<file path="src/rtl/systolic_mmu.sv">
// systolic_mmu: NxN weight-stationary systolic matrix-multiply unit with internal input skew and output deskew.
// Optional feature: define MMU_SAT_EN to saturate accumulator adds instead of wrapping modulo 2^AW.
module systolic_mmu #(
    parameter int N  = 2,
    parameter int DW = 8,
    parameter int AW = 16
) (
    input  logic                 clk,
    input  logic                 reset,
    input  logic                 load_weight,
    input  logic [N*N*DW-1:0]    weights_in,
    output logic                 w_ready,
    input  logic                 a_valid,
    input  logic [N*DW-1:0]      a_in,
    output logic                 a_ready,
    output logic                 out_valid,
    output logic [N*AW-1:0]      out_row,
    output logic                 busy
);
    localparam int LAT = 2 * N;
    localparam int VL  = LAT - 1;
    localparam int CW  = $clog2(LAT + 1);

`ifdef MMU_SAT_EN
    localparam int AWX = AW + 1;

    function automatic logic signed [AW-1:0] addAcc(input logic signed [AW-1:0] a,
                                                    input logic signed [AW-1:0] b);
        logic signed [AW:0] s;
        s = AWX'(a) + AWX'(b);
        if (s[AW] != s[AW-1])
            return s[AW] ? {1'b1, {(AW-1){1'b0}}} : {1'b0, {(AW-1){1'b1}}};
        return s[AW-1:0];
    endfunction
`else
    function automatic logic signed [AW-1:0] addAcc(input logic signed [AW-1:0] a,
                                                    input logic signed [AW-1:0] b);
        return a + b;
    endfunction
`endif

    logic                         wLoaded_q;
    logic [CW-1:0]                inFlight_q, inFlight_d;
    logic [VL-1:0]                validPipe_q;
    logic                         outValid_q;
    logic [N*AW-1:0]              outRow_q;
    logic                         accept;
    logic                         loadWeights;
    logic [N-1:0][N-1:0][DW-1:0]  actTap;
    logic [N-1:0][N-1:0][AW-1:0]  sumBus;
    logic [N-1:0][AW-1:0]         colOut;

    assign a_ready     = wLoaded_q && !load_weight;
    assign accept      = a_valid && a_ready;
    assign w_ready     = (inFlight_q == '0);
    assign busy        = !w_ready;
    assign loadWeights = load_weight && w_ready;
    assign out_valid   = outValid_q;
    assign out_row     = outRow_q;

    // Lane r feeds column c after r+c cycles: the first r taps are the skew, the rest move activations right.
    for (genvar r = 0; r < N; r++) begin : gLane
        localparam int LEN = r + N - 1;
        if (LEN == 0) begin : gNoDelay
            assign actTap[r][0] = a_in[r*DW +: DW];
        end else begin : gDelay
            logic [DW-1:0] line_q [LEN];
            always_ff @(posedge clk) begin
                if (reset) begin
                    for (int d = 0; d < LEN; d++) line_q[d] <= '0;
                end else begin
                    line_q[0] <= a_in[r*DW +: DW];
                    for (int d = 1; d < LEN; d++) line_q[d] <= line_q[d-1];
                end
            end
            for (genvar c = 0; c < N; c++) begin : gTap
                if (r + c == 0) begin : gRaw
                    assign actTap[r][c] = a_in[r*DW +: DW];
                end else begin : gReg
                    assign actTap[r][c] = line_q[r+c-1];
                end
            end
        end
    end

    for (genvar r = 0; r < N; r++) begin : gRow
        for (genvar c = 0; c < N; c++) begin : gPe
            logic signed [DW-1:0]   weight_q;
            logic signed [AW-1:0]   acc_q, acc_d, psumIn;
            logic signed [2*DW-1:0] product;

            if (r == 0) begin : gTop
                assign psumIn = '0;
            end else begin : gBelow
                assign psumIn = sumBus[r-1][c];
            end

            assign product = $signed(actTap[r][c]) * weight_q;
            assign acc_d   = addAcc(psumIn, AW'(product));

            always_ff @(posedge clk) begin
                if (reset) begin
                    weight_q <= '0;
                    acc_q    <= '0;
                end else begin
                    if (loadWeights) weight_q <= weights_in[(r*N+c)*DW +: DW];
                    acc_q <= acc_d;
                end
            end

            assign sumBus[r][c] = acc_q;
        end
    end

    // Column c finishes N-1-c cycles before the last column; pad it so every column lands together.
    for (genvar c = 0; c < N; c++) begin : gDeskew
        localparam int D = N - 1 - c;
        if (D == 0) begin : gDirect
            assign colOut[c] = sumBus[N-1][c];
        end else begin : gPad
            logic [AW-1:0] line_q [D];
            always_ff @(posedge clk) begin
                if (reset) begin
                    for (int d = 0; d < D; d++) line_q[d] <= '0;
                end else begin
                    line_q[0] <= sumBus[N-1][c];
                    for (int d = 1; d < D; d++) line_q[d] <= line_q[d-1];
                end
            end
            assign colOut[c] = line_q[D-1];
        end
    end

    always_comb begin
        inFlight_d = inFlight_q;
        if (accept && !outValid_q)
            inFlight_d = inFlight_q + CW'(1);
        else if (!accept && outValid_q)
            inFlight_d = inFlight_q - CW'(1);
    end

    // With saturating PEs the bottom-row sum already lies inside the output clamp range.
    always_ff @(posedge clk) begin
        if (reset) begin
            wLoaded_q   <= 1'b0;
            inFlight_q  <= '0;
            validPipe_q <= '0;
            outValid_q  <= 1'b0;
            outRow_q    <= '0;
        end else begin
            if (loadWeights) wLoaded_q <= 1'b1;
            inFlight_q  <= inFlight_d;
            validPipe_q <= (validPipe_q << 1) | VL'(accept);
            outValid_q  <= validPipe_q[VL-1];
            if (validPipe_q[VL-1]) outRow_q <= colOut;
        end
    end
endmodule
</file>
<file path="config.mk">
export PLATFORM = sky130hd
export DESIGN_NAME = systolic_mmu
export DESIGN_NICKNAME = d
export VERILOG_FILES = /design/src/rtl/systolic_mmu.sv
export SDC_FILE = /design/constraint.sdc
export NUM_CORES = 1
export LEC_CHECK = 0
export ABC_CLOCK_PERIOD_IN_PS = 8200
export BUFFER_PORTS_ARGS = -buffer_cell sky130_fd_sc_hd__buf_2
export CAP_MARGIN = 25
export CORE_MARGIN = 5
export CORE_UTILIZATION = 67
export CTS_CLUSTER_SIZE = 16
export DETAILED_ROUTE_END_ITERATION = 6
export HOLD_SLACK_MARGIN = 0.12
export PLACE_DENSITY = 0.91
export SLEW_MARGIN = 5
export SYNTH_ARGS = -nofsm -noshare
export SYNTH_HDL_FRONTEND = slang
export SYNTH_SLANG_ARGS = --single-unit
</file>
<file path="constraint.sdc">
create_clock -name clk -period 8.2 [get_ports clk]
set_clock_uncertainty 0.15 [all_clocks]
set_input_delay 1.64 -clock clk [delete_from_list [all_inputs] [get_ports clk]]
set_output_delay 1.64 -clock clk [all_outputs]
set_load 0.05 [all_outputs]
</file>
==> results.py <==
metrics = {
    "yosys": {
        "synth-seq-area-share": 0.223,
        "yosys_register_bits": 176,
        "syn_area_per_cell_um2": 9.62,
        "ys_types": 36,
        "syn_inst": 1642,
        "synth_nets": 2080,
        "ys.warnings.count": 0,
        "syn_area_um2": 15800,
    },
    "clock_network": {
        "ctsResizeCount": 0,
        "clk_path_buf_depth": 2,
        "cts_buffers": 17,
        "cts_sinks": 176,
        "cts_tree": "built",
        "clk_pin_slew_ns": 0.08,
        "worst_skew_pair.late_latency_ns": 0.44,
        "post_cts_buffers": 0,
        "ctsHoldBuffers": 0,
        "cts-htree-levels": 4,
        "root_buffer": "clkbuf_16",
    },
    "placement": {
        "globalplace.congestion": 0.897,
        "dp_hpwl_mm": 25.1,
        "portBuffers": 87,
        "dpl.cell_count": 2009,
    },
    "detailed_routing": {
        "postRouteAntennaNets": 0,
        "wl_mm": 34.1,
        "remaining_drc_errors": 0,
        "viasPerCell": 5.51,
        "wl_per_cell_um": 16.7,
        "drt_first_pass_iters": 7,
        "vias": 11200,
        "drt_iter0_drc": 740,
    },
    "critical_path": {
        "critPathLaunchType": "flip-flop",
        "timing.rr.start": "gRow[1].gPe[0].weight_q[0]$_SDFFE_PP0P_",
        "cp.arrival_ns": 5.86,
        "critical_path_class": "reg -> reg",
        "worstPathRequired_ns": 8.40,
        "reg2reg_to": "gRow[1].gPe[0].acc_q[15]$_SDFF_PP0_",
        "rr_worst_depth": 14,
        "critical_path.endpoint_type": "flip-flop",
        "r2r_slack_ns": 2.54,
        "cp_max_fo": 9,
        "worst_setup_path_startpoint": "gRow[1].gPe[0].weight_q[0]$_SDFFE_PP0P_",
        "endpoint": "gRow[1].gPe[0].acc_q[15]$_SDFF_PP0_",
    },
    "global_routing": {
        "antenna_found_initial": 0,
        "grt_pass1_vias": 12400,
        "grt_pass1_wl_mm": 57.5,
        "grtUsageMet3": 0.0477,
        "grtUsageTotal": 0.267,
        "busiest_layer": "met2",
        "grt_max_degree": 94,
        "use_met1": 0.316,
        "gr-usage-met2": 0.478,
        "grt_overflow": 0,
    },
    "status": {
        "outcome": "complete, no violations",
    },
    "final_layout": {
        "antenna_cells": 0,
        "layout.cells.non_filler": 2041,
        "layout_common_cells": "inv_1 (284), fa_1 (253), dfxtp_1 (175), nand2_1 (162), and2_1 (144)",
        "areaGrowthSynthToFinish_pct": 8.21,
        "layout_commonest_cell": "inv_1",
        "fin_nets": 2147,
        "nFillCells": 1495,
        "drive_gt1_frac": 0.0732,
    },
    "floorplan": {
        "initial_core_util": 0.677,
        "die_y_um": 164,
        "io_pins": 88,
        "dieWidth_um": 164,
        "dieArea_um2": 26800,
        "rows": 56,
        "core-area_um2": 23300,
    },
    "timing": {
        "slew_violations": 0,
        "worst_pin_slew_ns": 1.01,
        "min_period_over_period": 0.690,
        "setup_tns_ns": 0,
        "max_freq_mhz": 177,
        "period_needed_ns": 5.66,
        "hold_viol_final": 0,
        "maxSlewHeadroom": 0.330,
        "setup_violations": 0,
        "rsz0062_at_grt": "no",
    },
    "min_path": {
        "hold_path_class": "reg -> reg",
    },
    "power": {
        "max-vdd-ir-drop_mv": 0.122,
        "p_per_area_nw_per_um2": 169,
        "p_leak_nw": 8.49,
    },
    "run": {
        "maxCapViolCount": 0,
    },
}
[cells by family (layout without fill, tap and decap cells)]
| family | count (synthesis) | after routing | share of synthesized area |
|---|---|---|---|
| multiplexers | 35 | 35 | 0.0223 |
| buffers and inverters | 326 | 406 | 0.0779 |
| flip-flops | 176 | 176 | 0.223 |
| AND/OR/NAND/NOR | 512 | 512 | 0.160 |
| XOR/XNOR | 67 | 67 | 0.0371 |
| adder cells (fa/ha/maj) | 386 | 386 | 0.426 |
| AO/OA/AOI/OAI | 140 | 140 | 0.0534 |
[sequential cells by signal, summed over array words and instances (netlist names)]
| name | count |
|---|---|
| gRow.gPe.acc_q | 64 |
| validPipe_q | 3 |
| gLane.gDelay.line_q | 24 |
| gDeskew.gPad.line_q | 16 |
| gRow.gPe.weight_q | 32 |
| wLoaded_q | 1 |
| inFlight_q | 3 |
| out_valid | 1 |
| out_row | 32 |
[metal layers]
layer  wire length, um  vias to the layer above  share of wire
li1                  -                     5141              -
met1             13300                     5561           0.39
met2             17400                      424           0.51
met3              2050                      121          0.060
met4              1330                        0          0.039
met5                 0                        -              0
[worst min-delay path by stage]
stage / startpoint / endpoint / slack (ns) / cells past startpoint
2_1_floorplan: gRow[1].gPe[0].acc_q[0]$_SDFF_PP0_ / gDeskew[0].gPad.line_q[0][0]$_SDFF_PP0_ / 0.26 / 1
3_3_place_gp: gRow[1].gPe[0].acc_q[14]$_SDFF_PP0_ / gDeskew[0].gPad.line_q[0][14]$_SDFF_PP0_ / 0.27 / 1
3_5_place_dp: gRow[1].gPe[0].acc_q[11]$_SDFF_PP0_ / gDeskew[0].gPad.line_q[0][11]$_SDFF_PP0_ / 0.27 / 1
4_1_cts: gRow[1].gPe[0].acc_q[11]$_SDFF_PP0_ / gDeskew[0].gPad.line_q[0][11]$_SDFF_PP0_ / 0.29 / 1
5_1_grt: gRow[1].gPe[0].acc_q[1]$_SDFF_PP0_ / gDeskew[0].gPad.line_q[0][1]$_SDFF_PP0_ / 0.31 / 1
6_report: gRow[1].gPe[0].acc_q[11]$_SDFF_PP0_ / gDeskew[0].gPad.line_q[0][11]$_SDFF_PP0_ / 0.29 / 1
[final cells by class]
type	instances	area, um^2	area share
Clock inverter	14	173	0.0101
Sequential cell	176	3520	0.206
Inverter	284	1070	0.0623
Clock buffer	18	429	0.0251
Timing Repair Buffer	90	460	0.0269
Tap cell	319	399	0.0233
Multi-Input combinational cell	1140	11000	0.646
[critical path, stage by stage (launching register included)]
cell,delay (ns)
dfxtp_1,0.60
and2_1,0.54
inv_1,0.11
fa_1,0.49
inv_1,0.06
fa_1,0.51
fa_1,0.57
fa_1,0.43
fa_1,0.40
ha_1,0.27
a211o_1,0.33
o311ai_2,0.37
a31oi_1,0.17
or3_1,0.34
a21oi_1,0.23
[Yosys cell counts (all sizes together)]
cell | count | area (um^2)
a2111o | 2 | 22.5
a2111oi | 1 | 8.76
a211o | 2 | 17.5
a211oi | 8 | 60.1
a21o | 6 | 45.0
a21oi | 63 | 315
a31oi | 3 | 18.8
a41oi | 2 | 17.5
and2 | 144 | 901
buf | 9 | 41.3
clkbuf | 33 | 124
dfxtp | 176 | 3520
fa | 253 | 5060
ha | 133 | 1660
inv | 284 | 1070
mux2 | 2 | 22.5
mux2i | 33 | 330
nand2 | 162 | 608
nand2b | 6 | 37.5
nand3 | 2 | 10.0
nand4 | 2 | 12.5
nor2 | 101 | 379
nor2b | 82 | 513
nor3 | 6 | 30.0
o211ai | 5 | 37.5
o21a | 10 | 75.1
o21ai | 28 | 140
o21bai | 2 | 15.0
o311ai | 1 | 16.3
o31ai | 5 | 37.5
o32ai | 2 | 17.5
or2 | 1 | 6.26
or3 | 6 | 37.5
xnor2 | 46 | 403
xor2 | 21 | 184
[where the power goes]
group	internal (mW)	leakage (nW)	switching, mW	total (mW)
combinational	0.450	6.76	0.592	1.04
sequential	0.956	1.44	0.0757	1.03
clock	0.412	0.284	0.403	0.815
total	1.82	8.49	1.07	2.89
[per-stage QoR]
stage | hold slack, ns | area (um^2) | total power [mW] | setup WS (ns) | utilization
finish | 0.286 | 17100 | 2.89 | 2.54 | 0.733
global route | 0.312 | 17100 | 3.09 | 2.39 | 0.733
CTS | 0.288 | 17100 | 2.89 | 2.62 | 0.733
detailed placement | 0.270 | 16500 | 2.05 | 2.34 | 0.707
global placement | 0.274 | 16500 | 1.98 | 2.52 | 0.707
floorplan | 0.264 | 15800 | 1.80 | 2.59 | -
Note: power is estimated with default switching activity, not from simulation.
